===== src/rtl/cl_uart_tx_gen2_if.sv =====
// FIFO read port between the control-protocol TX FIFO (master) and the UART
// transmitter (slave).
interface cl_uart_tx_gen2_if #(
  parameter int DATA_W = 8
);
  logic              fifo_empty;
  logic [DATA_W-1:0] fifo_dout;
  logic              fifo_ren;

  modport master (output fifo_empty, output fifo_dout, input fifo_ren);
  modport slave  (input fifo_empty, input fifo_dout, output fifo_ren);
endinterface


===== src/rtl/cl_uart_tx_gen2.sv =====
// Camera Link SerTFG UART transmitter: LSB-first frames with runtime divider,
// optional parity, 1/2 stop bits, break generation and line inversion.
//   state | meaning
//   IDLE  | line high, waiting for break request or FIFO data
//   RD    | one-cycle FIFO read strobe, frame config latched
//   LATCH | FIFO word and parity captured, start bit launched
//   START | start bit (line low)
//   DATA  | data bits, LSB first
//   PAR   | parity bit
//   STOP  | one or two stop bits (line high)
//   BRK   | line low while break requested, then one high guard bit
module cl_uart_tx_gen2 #(
  parameter int DATA_W = 8,
  parameter int DIV_W  = 16
) (
  input  logic             clk_fix,
  input  logic             rst_fix,
  input  logic [DIV_W-1:0] baud_div,
  input  logic [1:0]       cfg_parity,
  input  logic             cfg_stop2,
  input  logic             cfg_invert,
  input  logic             break_req,
  cl_uart_tx_gen2_if.slave fifo_if,
  output logic             txd,
  output logic             busy,
  output logic             tx_done
);
  localparam int IDX_W = $clog2(DATA_W + 1);

  typedef enum logic [2:0] {
    S_IDLE, S_RD, S_LATCH, S_START, S_DATA, S_PAR, S_STOP, S_BRK
  } state_t;

  state_t            state_q, state_d;
  logic [DIV_W-1:0]  cnt_q, cnt_d;
  logic [DIV_W-1:0]  div_l_q, div_l_d;
  logic [1:0]        par_cfg_q, par_cfg_d;
  logic              stop2_l_q, stop2_l_d;
  logic [DATA_W-1:0] shift_q, shift_d;
  logic [IDX_W-1:0]  idx_q, idx_d;
  logic              par_bit_q, par_bit_d;
  logic              stop_idx_q, stop_idx_d;
  logic              guard_q, guard_d;
  logic              line_q, line_d;
  logic              ren_q, ren_d;
  logic              busy_q, busy_d;
  logic              done_q, done_d;
  logic              bit_end;
  logic              last_stop;

  assign bit_end   = (cnt_q == '0);
  assign last_stop = !stop2_l_q || stop_idx_q;

  always_comb begin
    state_d    = state_q;
    cnt_d      = cnt_q;
    div_l_d    = div_l_q;
    par_cfg_d  = par_cfg_q;
    stop2_l_d  = stop2_l_q;
    shift_d    = shift_q;
    idx_d      = idx_q;
    par_bit_d  = par_bit_q;
    stop_idx_d = stop_idx_q;
    guard_d    = guard_q;
    line_d     = line_q;
    done_d     = 1'b0;

    unique case (state_q)
      S_IDLE: begin
        line_d = 1'b1;
        if (baud_div != '0) begin
          if (break_req) begin
            state_d = S_BRK;
            line_d  = 1'b0;
            div_l_d = baud_div;
            guard_d = 1'b0;
          end else if (!fifo_if.fifo_empty) begin
            state_d = S_RD;
          end
        end
      end
      S_RD: begin
        div_l_d   = baud_div;
        par_cfg_d = cfg_parity;
        stop2_l_d = cfg_stop2;
        state_d   = S_LATCH;
      end
      S_LATCH: begin
        shift_d = fifo_if.fifo_dout;
        unique case (par_cfg_q)
          2'b01:   par_bit_d = ~^fifo_if.fifo_dout;
          2'b10:   par_bit_d = ^fifo_if.fifo_dout;
          2'b11:   par_bit_d = 1'b1;
          default: par_bit_d = 1'b0;
        endcase
        cnt_d      = div_l_q;
        idx_d      = '0;
        stop_idx_d = 1'b0;
        line_d     = 1'b0;
        state_d    = S_START;
      end
      S_START: begin
        if (bit_end) begin
          cnt_d   = div_l_q;
          line_d  = shift_q[0];
          state_d = S_DATA;
        end else begin
          cnt_d = cnt_q - 1'b1;
        end
      end
      S_DATA: begin
        if (bit_end) begin
          cnt_d = div_l_q;
          if (idx_q == IDX_W'(DATA_W - 1)) begin
            if (par_cfg_q != 2'b00) begin
              line_d  = par_bit_q;
              state_d = S_PAR;
            end else begin
              line_d  = 1'b1;
              state_d = S_STOP;
            end
          end else begin
            shift_d = shift_q >> 1;
            idx_d   = idx_q + 1'b1;
            line_d  = shift_q[1];
          end
        end else begin
          cnt_d = cnt_q - 1'b1;
        end
      end
      S_PAR: begin
        if (bit_end) begin
          cnt_d   = div_l_q;
          line_d  = 1'b1;
          state_d = S_STOP;
        end else begin
          cnt_d = cnt_q - 1'b1;
        end
      end
      S_STOP: begin
        // Registered pulse must be launched one cycle early to land on the last stop cycle.
        if (last_stop && ((div_l_q == '0) ? bit_end : (cnt_q == DIV_W'(1))))
          done_d = 1'b1;
        if (bit_end) begin
          if (last_stop) begin
            state_d = S_IDLE;
          end else begin
            stop_idx_d = 1'b1;
            cnt_d      = div_l_q;
          end
        end else begin
          cnt_d = cnt_q - 1'b1;
        end
      end
      S_BRK: begin
        if (!guard_q) begin
          if (!break_req) begin
            guard_d = 1'b1;
            line_d  = 1'b1;
            cnt_d   = div_l_q;
          end
        end else if (bit_end) begin
          state_d = S_IDLE;
        end else begin
          cnt_d = cnt_q - 1'b1;
        end
      end
      default: state_d = S_IDLE;
    endcase

    ren_d  = (state_d == S_RD);
    busy_d = (state_d != S_IDLE);
  end

  always_ff @(posedge clk_fix) begin
    if (rst_fix) begin
      state_q    <= S_IDLE;
      cnt_q      <= '0;
      div_l_q    <= '0;
      par_cfg_q  <= 2'b00;
      stop2_l_q  <= 1'b0;
      shift_q    <= '0;
      idx_q      <= '0;
      par_bit_q  <= 1'b0;
      stop_idx_q <= 1'b0;
      guard_q    <= 1'b0;
      line_q     <= 1'b1;
      ren_q      <= 1'b0;
      busy_q     <= 1'b0;
      done_q     <= 1'b0;
    end else begin
      state_q    <= state_d;
      cnt_q      <= cnt_d;
      div_l_q    <= div_l_d;
      par_cfg_q  <= par_cfg_d;
      stop2_l_q  <= stop2_l_d;
      shift_q    <= shift_d;
      idx_q      <= idx_d;
      par_bit_q  <= par_bit_d;
      stop_idx_q <= stop_idx_d;
      guard_q    <= guard_d;
      line_q     <= line_d;
      ren_q      <= ren_d;
      busy_q     <= busy_d;
      done_q     <= done_d;
    end
  end

  assign fifo_if.fifo_ren = ren_q;
  assign txd              = line_q ^ cfg_invert;
  assign busy             = busy_q;
  assign tx_done          = done_q;
endmodule


===== src/flat_wrapper.sv =====
// flat-port wrapper written by rule: the top's interface ports become plain ports
module cl_uart_tx_gen2_flat 
#(
  parameter int DATA_W = 8,
  parameter int DIV_W  = 16
)
  (clk_fix, rst_fix, baud_div, cfg_parity, cfg_stop2, cfg_invert, break_req, txd, busy, tx_done, fifo_if_fifo_empty, fifo_if_fifo_dout, fifo_if_fifo_ren);
  cl_uart_tx_gen2_if #(.DATA_W(DATA_W)) fifo_if_i ();
  input  logic clk_fix;
  input  logic rst_fix;
  input  logic [DIV_W-1:0] baud_div;
  input  logic [1:0] cfg_parity;
  input  logic cfg_stop2;
  input  logic cfg_invert;
  input  logic break_req;
  output logic txd;
  output logic busy;
  output logic tx_done;
  input wire logic [$bits(fifo_if_i.fifo_empty)-1:0] fifo_if_fifo_empty;
  input wire logic [$bits(fifo_if_i.fifo_dout)-1:0] fifo_if_fifo_dout;
  output wire logic [$bits(fifo_if_i.fifo_ren)-1:0] fifo_if_fifo_ren;
  assign fifo_if_i.fifo_empty = fifo_if_fifo_empty;
  assign fifo_if_i.fifo_dout = fifo_if_fifo_dout;
  assign fifo_if_fifo_ren = fifo_if_i.fifo_ren;
  cl_uart_tx_gen2 #(.DATA_W(DATA_W), .DIV_W(DIV_W)) u_core (.clk_fix(clk_fix), .rst_fix(rst_fix), .baud_div(baud_div), .cfg_parity(cfg_parity), .cfg_stop2(cfg_stop2), .cfg_invert(cfg_invert), .break_req(break_req), .fifo_if(fifo_if_i), .txd(txd), .busy(busy), .tx_done(tx_done));
endmodule

===== config.mk =====
export PLATFORM = sky130hd
export DESIGN_NAME = cl_uart_tx_gen2_flat
export DESIGN_NICKNAME = d
export VERILOG_FILES = /design/src/rtl/cl_uart_tx_gen2_if.sv /design/src/rtl/cl_uart_tx_gen2.sv /design/src/flat_wrapper.sv
export SDC_FILE = /design/constraint.sdc
export NUM_CORES = 1
export LEC_CHECK = 0
export CORE_MARGIN = 4
export CORE_UTILIZATION = 35
export CTS_BUF_LIST = sky130_fd_sc_hd__clkbuf_4 sky130_fd_sc_hd__clkbuf_8
export DETAILED_ROUTE_END_ITERATION = 10
export SKIP_CTS_REPAIR_TIMING = 1
export SYNTH_ARGS = -nofsm -noshare
export SYNTH_HDL_FRONTEND = slang
export SYNTH_SLANG_ARGS = --single-unit

===== constraint.sdc =====
create_clock -name clk_fix -period 2 [get_ports clk_fix]
set_input_delay 0.2 -clock clk_fix [delete_from_list [all_inputs] [get_ports clk_fix]]
set_output_delay 0.2 -clock clk_fix [all_outputs]
set_load 0.02 [all_outputs]

# After elaboration in Yosys (flattened, before gate mapping)
# Index checks and enable logic that the tools add are counted.
[classes]
div = 0
addsub = 2
muxes = 49
n_eq_ne = 26
mul = 0
magnitude_cmp = 0
n_reduce_logical = 25
n_bitwise = 2
shifts = 0
[op_table]
columns = ["operator", "count"]
rows = [
  ["$mux W16", 8],
  ["$pmux W16 S4", 1],
  ["$mux W3", 11],
  ["$logic_not A16 Y1", 2],
  ["$pmux W16 S2", 1],
  ["$pmux W3 S8", 1],
  ["$eq A16 B1 Y1 const B", 1],
  ["$mux W1", 16],
  ["$mux W8", 2],
  ["$pmux W8 S2", 1],
  ["$reduce_bool A16 Y1", 1],
  ["$sub A16 B1 Y16 const B", 1],
  ["$eq A3 B3 Y1 const B", 4],
  ["$reduce_and A3 Y1", 4],
  ["$ne A2 B1 Y1 const B", 5],
  ["$ne A2 B2 Y1 const B", 5],
  ["$reduce_bool A2 Y1", 5],
  ["$mux W4", 2],
  ["$pmux W4 S2", 1],
  ["$reduce_xnor A8 Y1", 1],
  ["$reduce_xor A8 Y1", 1],
  ["$eq A3 B1 Y1 const B", 2],
  ["$eq A3 B2 Y1 const B", 2],
  ["$ne A3 B3 Y1 const B", 2],
  ["22 further kinds", 24],
]
[totals]
latchBits = 0
register_bits = 57
ram_bits = 0
out_inout_bits = 4
memories = 0
mem_bits_ro = 0

# Logic depth before layout (Yosys ltp)
# Gate-level depths: netlist of the first run.
[logic_depth]
word_depth = 6
depth_mapped = 10
ltp_nobuf = 8

# Worst setup path after synthesis of the first run
# No wires, ideal clock.
[synth_path]
kind = "flip-flop to flip-flop"
from = "register u_core.cnt_q[0]"
to = "register u_core.cnt_q[4]"
t_arrival_ps = 1925
required_time_ps = 1872
path_stages_with_launch = 10
slack_ps = -52
period_less_slack_ps = 2052
path_buffers = 1
setup_time_ps = 128
cell_sequence = "dfxtp_1 -> inv_1 -> ha_1 -> nor4b_2 -> nand4_4 -> a22o_1 -> buf_6 -> mux2_4 -> a22oi_1 -> nor2_1"
[synth_via]
elab_chain_len = 4
elab_cells_between_ends = 10
cone_classes = "add/sub: 1; eq/ne: 2; mux: 5; reduce/logical: 2"
[synth_rtl]
columns = ["element", "line", "rtl"]
rows = [
  ["from (decl)", "cl_uart_tx_gen2.sv:35", "logic [DIV_W-1:0] cnt_q, cnt_d;"],
  ["from (signal assigned)", "cl_uart_tx_gen2.sv:193", "cnt_q <= cnt_d;"],
  ["$sub A16 B1 Y16", "-", ""],
  ["$mux W16", "cl_uart_tx_gen2.sv:162", "end else if (bit_end) begin"],
  ["$mux W16", "cl_uart_tx_gen2.sv:156", "if (!guard_q) begin"],
  ["$pmux W16 S4", "cl_uart_tx_gen2.sv:68", "unique case (state_q)"],
]
# Parallel ways exist; a longest one is shown, timed or not. The select of a mux whose other input is x is not followed.
# A chain may end at the register's enable or synchronous reset.

# Worst setup path after layout of the first run
[layout_path]
from = "register u_core.cnt_q[1]"
to = "register u_core.cnt_q[4]"
# The elaborated chain is that of the path after synthesis.

==> flow_summary.ini, run 1 <==
[route]
met1_length_microns = 3970
antenna_left = 0
top_layer_used = met4
via_per_inst = 5.36
route.met2.wl_microns = 4270
vias = 3053
wirelength_microns = 8780
drtIter0Drc = 177
dr.pass1.iters = 4
avgRoutedWirePerCell_microns = 15.4
drc = 0
routed-wl-met3_microns = 434

[placement]
hpwl_microns = 5970
dp.cells = 547
placed_area_sq_um = 3980
gp_congestion = 0.844
port_buffers = 35

[timing]
slew_viol_final = 0
setup_viol = 2
max_freq_ghz = 0.488
rsz0062_at_grt = yes
hold_viol_final = 0
worst_slack_ps = -47.4
layout_min_cycle_time_ps = 2050
worst-slew-pin-transition_ps = 623
fin_skew_ps = 11.7
relSlewSlack_pct = 58.5
timing.final.crit_share_pct = 102

[layout]
area_growth_pct = 44.8
stdcell_area_sq_um = 4500
nets = 493
antenna_cells = 0
final_core_utilization_pct = 51.8
drive_above_1_share_pct = 25.8
final_cell_count_no_fill = 570

[min_path]
hold_path.class = in -> reg
whs_path_depth = 2
hp-start = rst_fix
min_to = u_core.state_q[2]

[yosys]
synthArstFlopShare_pct = 0
yosys.area_share.adder_pct = 1.61
synth_edf_count = 0
synth-simple-area-share_pct = 25.4
synth_nets = 406
synth_xor_area_share_pct = 3.38
synthMuxAreaShare_pct = 9.59
syn_inst = 370
synth_top_family_by_area = simple AND/OR/NAND/NOR gates
yosysSeqAreaShare_pct = 36.7
synth_compound_area_share_pct = 19.1
yosys_warnings = 0
synth_seq_cells = 57
yosysUniqueCellTypes = 53
avgSynthCellArea_sq_um = 8.39
ys.flop_type = dfxtp_1
syn_area_sq_um = 3110

[pwr]
power_density_nw_per_um2 = 1930
vdd_ir_drop_max_mv = 0.918
p_leak_nw = 1.78

[worst_setup_path]
cp.required_ps = 2220
cp_top_family = compound AO/OA/AOI/OAI gates
cp_max_fo = 6
timing.rr.start = u_core.cnt_q[1]
r2r_slack_ps = -50
r2r_end = u_core.cnt_q[4]
crit_arrival_ps = 2270
crit_path_top_delay_cell = dfxtp_2
slowest_delay_ps = 320
cp_cell_sequence = inv_2, ha_4, nor4b_4, nand4_4, a22o_2, mux2_4, a22oi_1, nor2_1
worst_setup_path_end_kind = flip-flop
rr_worst_depth = 8
worstPathBufferInverterCount = 1
start_kind = flip-flop
criticalPathCategory = reg -> reg

[global_routing]
grt_pass1_vias = 2874
grt_max_degree = 30
grt.total_usage_pct = 16.5
grt_pass1_wl_microns = 13500
antenna_found_initial = 0
overflow = 0

[floorplan]
design.core.area_sq_um = 8680
rows = 34
die-area_sq_um = 10400
die_y_microns = 102
start_util_pct = 35.8
die_w_microns = 102
io-pin-count = 36

[clock_network]
htree_levels = 3
cts_buffers = 9
clock_path_buffers = 2
cts_tree = built
cts.sinks = 57
clkTransAtPathRegs_ps = 60
cts-root-buf = clkbuf_8
clkLatencyLatePin_ps = 350

[run]
max_cap_violations = 0

[run_status]
violations = setup timing
status = finished, violations left
## logic make-up (layout without fill, tap and decap cells)
logic type	Yosys count	count (layout)
DFF	57	57
adders and majority gates	4	4
muxes	29	29
buffers and inverters	26	118
xor gates and xnor gates	12	12
and+or+nand+nor	150	150
AOI/OAI and AO/OA	92	92
## stage by stage
stage | hold slack [ps] | power (mW) | setup TNS, ps | worst slack [ps]
floorplan | 344 | 4.77 | 0 | 4.46
global placement | 466 | 6.39 | -3820 | -267
detailed placement | 475 | 6.44 | -4700 | -269
CTS | 336 | 7.82 | -1520 | -142
global route | 396 | 9.29 | -2420 | -146
finish | 367 | 8.69 | -56.5 | -47.4
## Yosys cell counts (4+ instances only)
library cell	count	share of area [%]
a211oi_1	12	2.9
a21o_1	7	1.7
a21oi_1	32	5.2
a22oi_1	4	0.97
a31oi_1	5	1.0
buf_2	7	1.1
clkbuf_1	10	1.2
dfxtp_1	57	37
ha_1	4	1.6
inv_1	4	0.48
mux2i_1	26	8.4
nand2_1	25	3.0
nand2b_1	8	1.6
nand3_1	11	1.8
nand4_1	7	1.4
nor2_1	53	6.4
nor3_1	11	1.8
nor4_1	10	2.0
o21ai_0	9	1.5
o21ai_1	10	1.6
xnor2_1	8	2.3
xor2_1	4	1.1
## layout make-up
class / count / area (sq um)
repair buffers: 98 / 978
fillers: 833 / 4180
multi-input cells: 287 / 1980
clock inverters: 5 / 103
flip-flops and latches: 57 / 1140
well taps: 108 / 135
inverters: 4 / 15.0
clock buffers: 11 / 145
## sequential cells by signal (all words and copies together) (netlist names)
| name | flops |
|---|---|
| u_core.busy | 1 |
| u_core.par_cfg_q | 2 |
| u_core.cnt_q | 16 |
| u_core.state_q | 3 |
| u_core.shift_q | 8 |
| u_core.div_l_q | 16 |
| u_core.stop_idx_q | 1 |
| u_core.guard_q | 1 |
| u_core.line_q | 1 |
| u_core.tx_done | 1 |
| u_core.idx_q | 4 |
| u_core.par_bit_q | 1 |
| u_core.fifo_if.fifo_ren | 1 |
| u_core.stop2_l_q | 1 |
## routing by layer
layer / vias up / global-route usage (%)
met3: 9 / 4.10
met5: - / 0
met2: 78 / 26.5
li1: 1529 / -
met4: 0 / 5.95
met1: 1437 / 21.4
## worst max path at each step
stage	start	depth (start not counted)	to	slack, ps
floorplan	u_core.cnt_q[0]	9	u_core.cnt_q[4]	4
global placement	baud_div[10]	7	u_core.fifo_if.fifo_ren	-270
detailed placement	baud_div[0]	7	u_core.fifo_if.fifo_ren	-270
CTS	u_core.cnt_q[0]	9	u_core.fifo_if.fifo_ren	-140
global route	u_core.cnt_q[1]	10	u_core.cnt_q[4]	-150
finish	u_core.cnt_q[1]	8	u_core.cnt_q[4]	-50
## report_power, final
group	total [mW]	internal [mW]	switching [mW]	leakage [nW]
clock network	1.35	0.873	0.474	0.123
logic	5.59	2.71	2.88	1.19
registers	1.76	1.47	0.286	0.467
total	8.69	5.05	3.64	1.78
## layout by cell type, fill, tap and decap left out, drive strengths merged, types with 7 or more instances in the layout
cell / instances
buf: 60
dfxtp: 57
nor2: 53
clkdlybuf4s50: 34
a21oi: 32
mux2i: 26
nand2: 25
o21ai: 21
clkbuf: 15
a211oi: 13
nor4: 12
nand3: 11
nor3: 11
nand2b: 8
xnor2: 8
nand4: 8
a21o: 7
Power figures use the tool's default switching activity.
==> run 2: changes to the inputs <==
- ABC_CLOCK_PERIOD_IN_PS: not set -> 2000
- GPL_TIMING_DRIVEN: not set -> 0
==> run 2 against run 1 <==
Effect of this change:
- the flow still finishes with violations (setup timing)
- die area is the same
- utilization shrank 1.3 points
- first-iteration DRC count shrank 15%
- sequential power grew 4%
- critical path type unchanged
- highest routed layer unchanged
==> flow_summary.ini, run 2 (same netlist as run 1, synthesis figures left out) <==
[layout]
area_growth_pct = 41.1
seqCellArea_sq_um = 1150
stdcell_area_sq_um = 4380
nFillCells = 827
final_cell_count_no_fill = 561
multi_input_area_sq_um = 2050
final_common_cell = dfxtp_1
nets = 484
final_core_utilization_pct = 50.5
top_regs = u_core.cnt_q x16, u_core.div_l_q x16, u_core.shift_q x8
final_cell_mix = dfxtp_1 (55), nor2_1 (44), clkdlybuf4s50_1 (35)
drive_above_1_share_pct = 25.2
antenna_cells = 0

[worst_setup_path]
crit_arrival_ps = 2280
criticalPathCategory = reg -> reg
cp.required_ps = 2210
start_kind = flip-flop
cp_cell_sequence = inv_4, ha_4, nor4b_4, nand4_4, a22o_1, buf_6, mux2_1, a22oi_1, nor2_1
worst_setup_path_end_kind = flip-flop
cp_max_fo = 7
slowest_delay_ps = 350
worstPathBufferInverterCount = 2
r2r_slack_ps = -60
cp_top_family = simple AND/OR/NAND/NOR gates
crit_path_top_delay_cell = dfxtp_4

[route]
via_per_inst = 5.50
wirelength_microns = 8990
route.met2.wl_microns = 4130
antenna_left = 0
top_layer_used = met4
avgRoutedWirePerCell_microns = 16.0
met1_length_microns = 4220
dr.pass1.iters = 5
routed-wl-met3_microns = 467
drtIter0Drc = 151
drc = 0
vias = 3084

[placement]
placed_area_sq_um = 3600
hpwl_microns = 6060
dp.cells = 513
port_buffers = 35
dp_slack_ps = -940
gp_congestion = 0.892

[timing]
timing.final.crit_share_pct = 103
fin_skew_ps = 8.90
max_freq_ghz = 0.485
relSlewSlack_pct = 49.8
worst-slew-pin-transition_ps = 754
layout_min_cycle_time_ps = 2060
hold_viol_final = 0
rsz0062_at_grt = yes
slew_viol_final = 0
worst_slack_ps = -63.6
setup_viol = 7

[floorplan]
design.core.area_sq_um = 8680
io-pin-count = 36
die_y_microns = 102
die-area_sq_um = 10400
rows = 34
start_util_pct = 35.8
die_w_microns = 102

[pwr]
power_density_nw_per_um2 = 1930
totalPowerFinal_mw = 8.45
p_leak_nw = 1.67
vdd_ir_drop_max_mv = 0.866

[run_status]
violations = setup timing
status = finished, violations left

[clock_network]
cts_tree = built
clock_path_buffers = 2
clkLatencyLatePin_ps = 350
cts-root-buf = clkbuf_8
cts.sinks = 57
htree_levels = 3
clkTransAtPathRegs_ps = 70
cts_buffers = 9

[global_routing]
grt_max_degree = 11
antenna_found_initial = 0
grt_pass1_vias = 2748
overflow = 0
grt.total_usage_pct = 16.7
grt_pass1_wl_microns = 13500

[min_path]
hold_path.class = in -> reg

[run]
max_cap_violations = 0
## run 2: final cells by class
cell class,instances,area share [%]
buffer,21,3.68
clock buffer,12,3.77
clock inverter,4,1.14
inverter,4,0.457
multi-input combinational,287,46.8
sequential,57,26.2
tap,108,3.08
timing repair buffer,68,14.8
## run 2: through the flow
| step | hold slack, ps | setup TNS, ps |
|---|---|---|
| 2_1_floorplan | 344 | 0 |
| 6_report | 418 | -199 |
| 3_5_place_dp | 476 | -20080 |
| 4_1_cts | 414 | -13850 |
| 5_1_grt | 426 | -2250 |
| 3_3_place_gp | 467 | -19830 |
## run 2: path summary, 6_finish.rpt
kind / startpoint / end / depth (start not counted)
worst max-delay path: u_core.cnt_q[0] / u_core.cnt_q[10] / 9
worst min-delay path: cfg_parity[0] / u_core.par_cfg_q[0] / 3
worst min register to register: u_core.par_cfg_q[1] / u_core.par_cfg_q[1] / 2
worst max register to register: u_core.cnt_q[0] / u_core.cnt_q[10] / 9
## run 2: worst min-delay path: cells and delay by family
family | cells | cell delay, ps
simple gates | 1 | 70
compound gates | 1 | 50
buf+inv | 1 | 400
## run 2: per-layer routing
metal / up-vias / global-route usage, %
met4: 0 / 5.95
met5: - / 0
met2: 87 / 25.6
li1: 1509 / -
met1: 1471 / 23.1
met3: 17 / 3.55
## run 2: power by group
group / switching, mW / internal [mW] / leakage (nW)
registers: 0.346 / 1.48 / 0.468
logic: 2.89 / 2.57 / 1.10
clock network: 0.491 / 0.675 / 0.105
